## config.mk

```make
export PLATFORM = sky130hd
export DESIGN_NAME = uart_tx_arbiter
export DESIGN_NICKNAME = d
export VERILOG_FILES = /design/src/rtl/uart_pkg.sv /design/src/rtl/uart_rr_pick.sv /design/src/rtl/uart_tx_arbiter.sv
export SDC_FILE = /design/constraint.sdc
export NUM_CORES = 1
export LEC_CHECK = 0
export ABC_AREA = 1
export BUFFER_PORTS_ARGS = -buffer_cell sky130_fd_sc_hd__buf_4
export CELL_PAD_IN_SITES_DETAIL_PLACEMENT = 0
export CELL_PAD_IN_SITES_GLOBAL_PLACEMENT = 1
export CORE_MARGIN = 1
export CORE_UTILIZATION = 31
export DETAILED_ROUTE_END_ITERATION = 8
export PLACE_DENSITY = 0.81
export SYNTH_ARGS = -nofsm -noshare
export SYNTH_HDL_FRONTEND = slang
export SYNTH_SLANG_ARGS = --single-unit
```

## constraint.sdc

```tcl
create_clock -name clk_i -period 1.76 [get_ports clk_i]
set_clock_uncertainty 0.2 [all_clocks]
set_input_delay 0.352 -clock clk_i [delete_from_list [all_inputs] [get_ports clk_i]]
set_output_delay 0.352 -clock clk_i [all_outputs]
set_load 0.005 [all_outputs]
```

## src/rtl/uart_pkg.sv

```systemverilog
// Shared types and constants for the UART transmit arbiter.
package uart_pkg;

  localparam int UART_DW = 8;

  typedef enum logic [1:0] {
    S_IDLE  = 2'd0,
    S_FETCH = 2'd1,
    S_START = 2'd2,
    S_WAIT  = 2'd3
  } arb_state_t;

endpackage

```

## src/rtl/uart_rr_pick.sv

```systemverilog
// Combinational round-robin selector: first set request at or after ptr, wrapping.
module uart_rr_pick
  import uart_pkg::*;
#(
  parameter int N_REQ = 4
) (
  input  logic [N_REQ-1:0]         req,
  input  logic [$clog2(N_REQ)-1:0] ptr,
  output logic [N_REQ-1:0]         gnt,
  output logic [$clog2(N_REQ)-1:0] idx,
  output logic                     any
);

  localparam int PW = $clog2(N_REQ);

  int          j;
  logic [PW-1:0] jw;

  assign any = |req;

  // Scan from the farthest candidate down so the nearest one to ptr wins.
  always_comb begin
    gnt = '0;
    idx = '0;
    j   = 0;
    jw  = '0;
    for (int i = N_REQ - 1; i >= 0; i--) begin
      j = int'(ptr) + i;
      if (j >= N_REQ) j = j - N_REQ;
      jw = PW'(j);
      if (req[jw]) begin
        gnt     = '0;
        gnt[jw] = 1'b1;
        idx     = jw;
      end
    end
  end

endmodule

```

## src/rtl/uart_tx_arbiter.sv

```systemverilog
// Shares one uart_tx serializer among N_REQ byte streams, round-robin per packet.
// Optional mid-packet stall release: define UART_ARB_TIMEOUT_EN.
module uart_tx_arbiter
  import uart_pkg::*;
#(
  parameter int N_REQ       = 4,
  parameter int TIMEOUT_CYC = 1024
) (
  input  logic                       clk_i,
  input  logic                       rst_i,
  input  logic [N_REQ-1:0]           req_valid_i,
  input  logic [UART_DW*N_REQ-1:0]   req_data_i,
  input  logic [N_REQ-1:0]           req_last_i,
  output logic [N_REQ-1:0]           req_ready_o,
  output logic [N_REQ-1:0]           grant_o,
  output logic                       busy_o,
  output logic [UART_DW-1:0]         tx_din_o,
  output logic                       tx_start_o,
  input  logic                       tx_done_tick_i,
  output logic                       timeout_o
);

  // state   | meaning
  // S_IDLE  | no owner; arbitrate among valid requesters
  // S_FETCH | owner granted; waiting for its next byte
  // S_START | byte latched; start pulse to the serializer
  // S_WAIT  | byte in flight; waiting for the done tick

  localparam int PW = $clog2(N_REQ);

  if (N_REQ < 2 || N_REQ > 16) begin : g_bad_n
    $error("uart_tx_arbiter: N_REQ must be 2..16");
  end
  if (TIMEOUT_CYC < 2) begin : g_bad_to
    $error("uart_tx_arbiter: TIMEOUT_CYC must be at least 2");
  end

  arb_state_t         state_q, state_d;
  logic [N_REQ-1:0]   grant_q;
  logic [PW-1:0]      gidx_q, ptr_q, ptr_next;
  logic               last_q;
  logic [UART_DW-1:0] din_q;
  logic [N_REQ-1:0]   pick_gnt;
  logic [PW-1:0]      pick_idx;
  logic               pick_any;
  logic               do_grant, do_hs, do_release, stall_to;
  logic [UART_DW-1:0] req_byte [N_REQ];

  for (genvar k = 0; k < N_REQ; k++) begin : g_byte
    assign req_byte[k] = req_data_i[UART_DW*k +: UART_DW];
  end

  uart_rr_pick #(.N_REQ(N_REQ)) u_pick (
    .req (req_valid_i),
    .ptr (ptr_q),
    .gnt (pick_gnt),
    .idx (pick_idx),
    .any (pick_any)
  );

  // The requester that just finished gets lowest priority next time.
  assign ptr_next = (gidx_q == PW'(N_REQ - 1)) ? '0 : gidx_q + PW'(1);

`ifdef UART_ARB_TIMEOUT_EN
  localparam int CW = $clog2(TIMEOUT_CYC + 1);
  logic [CW-1:0] stall_q;

  assign stall_to = (state_q == S_FETCH) && (stall_q == CW'(TIMEOUT_CYC));

  always_ff @(posedge clk_i or posedge rst_i) begin
    if (rst_i) begin
      stall_q <= '0;
    end else if (state_q != S_FETCH || req_valid_i[gidx_q]) begin
      stall_q <= '0;
    end else if (stall_q != CW'(TIMEOUT_CYC)) begin
      stall_q <= stall_q + CW'(1);
    end
  end
`else
  assign stall_to = 1'b0;
`endif

  always_ff @(posedge clk_i or posedge rst_i) begin
    if (rst_i) state_q <= S_IDLE;
    else       state_q <= state_d;
  end

  always_comb begin
    state_d     = state_q;
    req_ready_o = '0;
    do_grant    = 1'b0;
    do_hs       = 1'b0;
    do_release  = 1'b0;
    case (state_q)
      S_IDLE: begin
        if (pick_any) begin
          do_grant = 1'b1;
          state_d  = S_FETCH;
        end
      end
      S_FETCH: begin
        if (stall_to) begin
          do_release = 1'b1;
          state_d    = S_IDLE;
        end else begin
          req_ready_o[gidx_q] = req_valid_i[gidx_q];
          if (req_valid_i[gidx_q]) begin
            do_hs   = 1'b1;
            state_d = S_START;
          end
        end
      end
      S_START: state_d = S_WAIT;
      S_WAIT: begin
        if (tx_done_tick_i) begin
          if (last_q) begin
            do_release = 1'b1;
            state_d    = S_IDLE;
          end else begin
            state_d = S_FETCH;
          end
        end
      end
      default: state_d = S_IDLE;
    endcase
  end

  always_ff @(posedge clk_i or posedge rst_i) begin
    if (rst_i) begin
      grant_q <= '0;
      gidx_q  <= '0;
      ptr_q   <= '0;
      last_q  <= 1'b0;
      din_q   <= '0;
    end else begin
      if (do_grant) begin
        grant_q <= pick_gnt;
        gidx_q  <= pick_idx;
      end
      if (do_hs) begin
        din_q  <= req_byte[gidx_q];
        last_q <= req_last_i[gidx_q];
      end
      if (do_release) begin
        grant_q <= '0;
        ptr_q   <= ptr_next;
      end
    end
  end

  assign grant_o    = grant_q;
  assign busy_o     = (state_q != S_IDLE);
  assign tx_start_o = (state_q == S_START);
  assign tx_din_o   = din_q;
  assign timeout_o  = stall_to;

endmodule

```

# [Word-level counts from Yosys, hierarchy flattened]
# Cells that the tools add are included.
[totals] reg_bits=19 elab_cells=101
[classes] n_addsub=8 order_cmp=15 eq_ne=7 muxes=53 bitwise=2 reduce_logical=10
[op_table] op="4-bit 2-to-1 mux" count=7
[op_table] op="2-bit 2-to-1 mux" count=12
[op_table] op="1-bit 2-to-1 mux" count=19
[op_table] op="8-bit binary-select mux with 2-bit select" count=1
[op_table] op="8-bit 2-to-1 mux" count=2
[op_table] op="2-bit by 3-bit < comparator with 1-bit output (second input constant)" count=5
[op_table] op="1-bit binary-select mux with 2-bit select" count=6
[op_table] op="3-bit greater-or-equal comparator (second input constant)" count=4
[op_table] op="1-bit demux with 2-bit select" count=5
[op_table] op="2-bit by 1-bit greater-or-equal comparator with 1-bit output (second input constant)" count=5
[op_table] op="2-bit one-hot mux with 4 select lines" count=1
[op_table] op="2-bit by 1-bit subtractor with 2-bit output (second input constant)" count=4
[op_table] op="2-bit by 2-bit adder with 3-bit output (second input constant)" count=2
[op_table] op="2-bit equality test (second input constant)" count=3
[op_table] op="2-bit inequality test (second input constant)" count=3
[op_table] op="1-bit logical AND" count=5
[op_table] op="4-bit AND" count=1
[op_table] op="2-bit nonzero test" count=2
[op_table] op="4-bit OR reduction" count=1
[op_table] op="2-bit by 1-bit adder with 3-bit output (second input constant)" count=1
[op_table] op="2-bit by 3-bit greater-or-equal comparator with 1-bit output (second input constant)" count=1
[op_table] op="2-bit NOT with 3-bit output" count=1
[op_table] op="3-bit AND reduction" count=1
[op_table] op="2-bit by 1-bit adder with 2-bit output (second input constant)" count=1
[op_table] op="2 further kinds" count=2

# [Logic depth before layout (Yosys ltp)]
[logic_depth] word_depth=13 depth_mapped=12

# [Cells and area by module]
# From an unflattened synthesis, not the netlist that was laid out.
[hier_totals] hier_cells=266 hier_area_um2=1806.7
[by_module_without_submodules] mod="uart_tx_arbiter" instances=1 cells_each=183 area_each_um2=1342.5 seq_area_each_um2=475.5
[by_module_without_submodules] mod="uart_rr_pick" instances=1 cells_each=83 area_each_um2=464.2 seq_area_each_um2=0.0

# [Least setup slack after synthesis]
# OpenSTA, ideal clock, no wires.
[synth_timing] path_type="reg2reg" startpoint="register ptr_q[0]" endpoint="register gidx_q[0]" setup_time_ps=116 arrival_ps=1599 required_time_ps=1444 slack_ps=-155 path_stages_with_launch=13 path_buffers=0 period_less_slack_ps=1915 cell_sequence="dfrtp_1 -> inv_2 -> ha_1 -> inv_1 -> nand3_4 -> nand2_4 -> inv_4 -> nand2_2 -> nand2_1 -> nand2_1 -> nand2_1 -> nand2_1 -> nand2_1"
[synth_between] elab_chain_cells=9 elab_cells_between_ends=27 cone_classes="add/sub (7); order compare (4); mux (16)"
[synth_rtl] item="start, declared" line="uart_tx_arbiter.sv:40" text="logic [PW-1:0] gidx_q, ptr_q, ptr_next;"
[synth_rtl] item="start signal, assigned" line="uart_tx_arbiter.sv:146" text="ptr_q <= ptr_next;"
[synth_rtl] item="2-bit by 2-bit adder with 3-bit output" line="uart_rr_pick.sv:28" text="j = int'(ptr) + i;"
[synth_rtl] item="3-bit greater-or-equal comparator / 2-bit by 1-bit subtractor with 2-bit output (equally long branches)" line="uart_rr_pick.sv:29" text="if (j >= N_REQ) j = j - N_REQ;"
[synth_rtl] item="2-bit 2-to-1 mux" line="uart_rr_pick.sv:29"
[synth_rtl] item="1-bit binary-select mux with 2-bit select" line="uart_rr_pick.sv:31" text="if (req[jw]) begin"
[synth_rtl] item="1-bit 2-to-1 mux (implied by the code)" line="uart_rr_pick.sv:31"
[synth_rtl] item="2-bit 2-to-1 mux (3 in a row)" line="uart_rr_pick.sv:31"
[synth_rtl] item="2-bit 2-to-1 mux *" line="uart_rr_pick.sv:31"
[synth_rtl] item="end signal, assigned" line="uart_tx_arbiter.sv:138" text="gidx_q <= pick_idx;"
[synth_rtl] item="end, declared" line="uart_tx_arbiter.sv:40"
# Mark *: on every way between the ends. The rest lies on a longest branch, timed or not. The select of a mux whose other input is x is not followed.
# A chain may end at the register's enable or synchronous reset.

# [Worst setup path in the final report]
[layout_timing] startpoint="register gidx_q[0]" endpoint="output port req_ready_o[0]"
[layout_between] elab_chain_cells=6 elab_cells_between_ends=9 cone_classes="order compare (2); mux (5); bitwise (1); reduce/logical (1)"
[layout_rtl] item="2-bit by 3-bit < comparator with 1-bit output (implied by the code) / 2-bit by 1-bit greater-or-equal comparator with 1-bit output (equally long branches)" line="uart_tx_arbiter.sv:106" text="req_ready_o[gidx_q] = req_valid_i[gidx_q];"
[layout_rtl] item="1-bit logical AND (implied by the code)" line="uart_tx_arbiter.sv:106"
[layout_rtl] item="1-bit 2-to-1 mux (implied by the code)" line="uart_tx_arbiter.sv:106"
[layout_rtl] item="1-bit demux with 2-bit select" line="uart_tx_arbiter.sv:106"
[layout_rtl] item="4-bit AND (no source line) *"
[layout_rtl] item="4-bit 2-to-1 mux *" line="uart_tx_arbiter.sv:94" text="case (state_q)"
[layout_rtl] item="end, declared" line="uart_tx_arbiter.sv:14" text="output logic [N_REQ-1:0] req_ready_o,"
# Marks and branches as above.

==> reports/metrics.cfg <==
[power_and_ir_drop]
p_int_mw=2.30
cellLeakagePower_nw=1.32
power_switching_mw=2.23
p_comb_share_pct=75.4
ir_drop_mv=0.577
powerDensity_mw_per_mm2=1770
netSwitchingFraction_pct=49.2
pwr-share-clk_pct=6.9
p_seq_share_pct=17.7

[synth]
syn_avg_cell_area_sq_um=6.77
yosys.area.top_type_share_pct=27.6
ys_ff_latch=19
synth_cell_types=24
synth_nets=313
yosysWarnings=0
synth_area_sq_mm=0.00172
synthCells=254
yosys.area.top_type=dfrtp_1
yosysSeqAreaShare_pct=27.6
netlist_top_cells_area=dfrtp_1 28%, ha_1 12%, nand2_1 11%

[clock_tree]
htreeDepth=1
cts.sink_count=19
cts_root_buf=clkbuf_8
clockBufferDepth=2
clk_latency_ns=0.26
clkTransAtPathRegs_ns=0.08
cts_inserted_buffers=3
cts_tree=yes

[global_routing]
grt_overflow=0
grt_pass1_wl_um=8230
antenna_found_initial=0
first_global_vias=1889
grt_max_degree=20
grt_use_total_pct=17.3

[floorplanning]
core-area_sq_mm=0.00524
boundaryPins=62
placement_rows=26
die_area_sq_mm=0.00585
die_w_um=76.5
start_util_pct=32.8
die_h_um=76.5

[place]
dp_slack_ns=-0.0425
place_inst=395
hpwl_um=3710
port_buffers=60
gp_congestion=0.792

[timing]
max_freq_mhz=533
slew_violations=0
hold-worst-slack_ns=0.246
worst_slack_ns=-0.117
rsz0062_at_grt=true
hold_viol_final=0
setup_viol=4
period_share_pct=107
final_period_minus_worst_setup_slack_ns=1.88

[drt]
drt-initial-drc-count=47
dr.pass1.iters=4
routed_via_density=4.61
drc=0
avgRoutedWirePerCell_um=11.7
vias=1857
antenna_left=0
finalWirelength_um=4720

[cells_and_area]
instances_no_fill=403
area_growth_pct=49.2
final_layout_size_suffix_gt1_share_pct=41.1
seq_area_sq_um=479
num-nets-final=393
fillers=536
final_util_pct=49.0
antenna_cells=0
multi_input_area_sq_mm=0.00116

[worst_setup_path]
critPathLaunchType=register
critPathKind=register to output pin
arrival_ns=1.33
critPathCaptureType=output pin
critical_path_peak_fanout=6
crit_required_ns=1.21

[flow_run]
drv_cap=0

[run_status]
violations=negative setup slack
status=complete, but fails checks

[min_path]
hp-class=primary input to register

-- flip-flops by register name (all words and copies together), names as in the netlist --
register	count
ptr_q	2
tx_din_o	8
state_q	2
last_q	1
grant_o	4
gidx_q	2
-- metrics by stage --
step                      instance area (sq um)  total power [mW]  TNS (ns)
after global routing                       2570              5.07    -0.773
after detailed placement                   2370              3.90   -0.0425
after CTS                                  2510              4.41    -0.434
after floorplan                            1740              2.84         0
after global placement                     2370              3.88   -0.0429
final                                      2570              4.53    -0.440
-- synth_stat cells --
cell type  count
nand2_1       51
nor2_1        40
inv_1         33
o21ai_0       30
dfrtp_1       19
ha_1          16
nand3_1       15
o22ai_1        9
a21oi_1        7
nand2_2        5
buf_4          4
nand3_2        4
buf_2          3
inv_2          3
nand2_4        3
inv_4          2
nand3_4        2
nand4_1        2
a22oi_1        1
a311oi_1       1
clkbuf_1       1
conb_1         1
nand2b_1       1
nor2_4         1
-- layout by cell type (no fill, tap or decap), types with 4 or more instances in the layout --
master,Yosys,final
buf_4,4,79
nand2_1,51,48
nor2_1,40,34
o21ai_0,30,29
inv_1,33,24
dfrtp_1,19,16
nand3_1,15,13
inv_2,3,11
ha_1,16,11
o22ai_1,9,9
nand2_2,5,8
nor2_2,0,5
a21oi_1,7,5
nand3_2,4,4
nand3_4,2,4
-- cell families (layout without fill, tap and decap cells) --
group | count (synthesis) | count (layout) | synth area share [%]
compound gates | 48 | 48 | 15.0
fa+ha+maj | 16 | 16 | 11.6
buf+inv | 46 | 125 | 11.4
flops | 19 | 19 | 27.6
other cells | 1 | 1 | 0.218
simple gates | 124 | 124 | 34.1
-- layer usage --
metal | vias to the layer above | global-route usage, % | wire [um]
li1 | 970 | - | -
met1 | 825 | 20.0 | 2010
met2 | 58 | 32.4 | 2430
met3 | 4 | 4.31 | 260
met4 | 0 | 2.31 | 21
met5 | - | 0 | 0
-- final timing paths --
check	startpoint	to	slack (ns)	cells after the start
worst max-delay path	gidx_q[0]	req_ready_o[0]	-0.12	6
min in group asynchronous	rst_i	tx_din_o[0]	0.47	4
worst min-delay path	tx_done_tick_i	state_q[1]	0.25	5
max in group asynchronous	rst_i	ptr_q[0]	0.67	4
worst min register to register	grant_o[1]	grant_o[1]	0.29	2
worst max register to register	ptr_q[0]	gidx_q[0]	0.11	11
-- worst max-delay path: stages, from the launching register on --
cell	delay, ns
dfrtp_2	0.46
inv_2	0.10
buf_4	0.13
ha_4	0.12
inv_2	0.04
nor2_4	0.11
buf_6	0.10
-- power by group through the flow --
stage          clock network, mW  registers, mW  logic (mW)
6_report                   0.315          0.803        3.42
5_1_grt                    0.351          0.838        3.88
4_1_cts                    0.327          0.800        3.29
3_5_place_dp                   0          0.793        3.11
3_3_place_gp                   0          0.783        3.09
2_1_floorplan                  0          0.848        2.00
-- final cells by class --
type	instances	area share [%]
multi-input cells	189	45.3
repair buffers	83	24.8
flip-flops and latches	19	18.7
inverters	38	5.85
well taps	70	3.41
clock buffers	3	1.61
clock inverters	1	0.293
-- what timing repair did --
| item | CTS | global route |
|---|---|---|
| hold buffers | 1 | 0 |
| gates resized for setup | 20 | 16 |
| setup endpoints to repair | 5 | 8 |
| pin swaps | 3 | 3 |
| hold endpoints to repair | 19 | 0 |
| buffers inserted | 2 | 2 |
No activity file was read; power rests on OpenSTA's default activity.
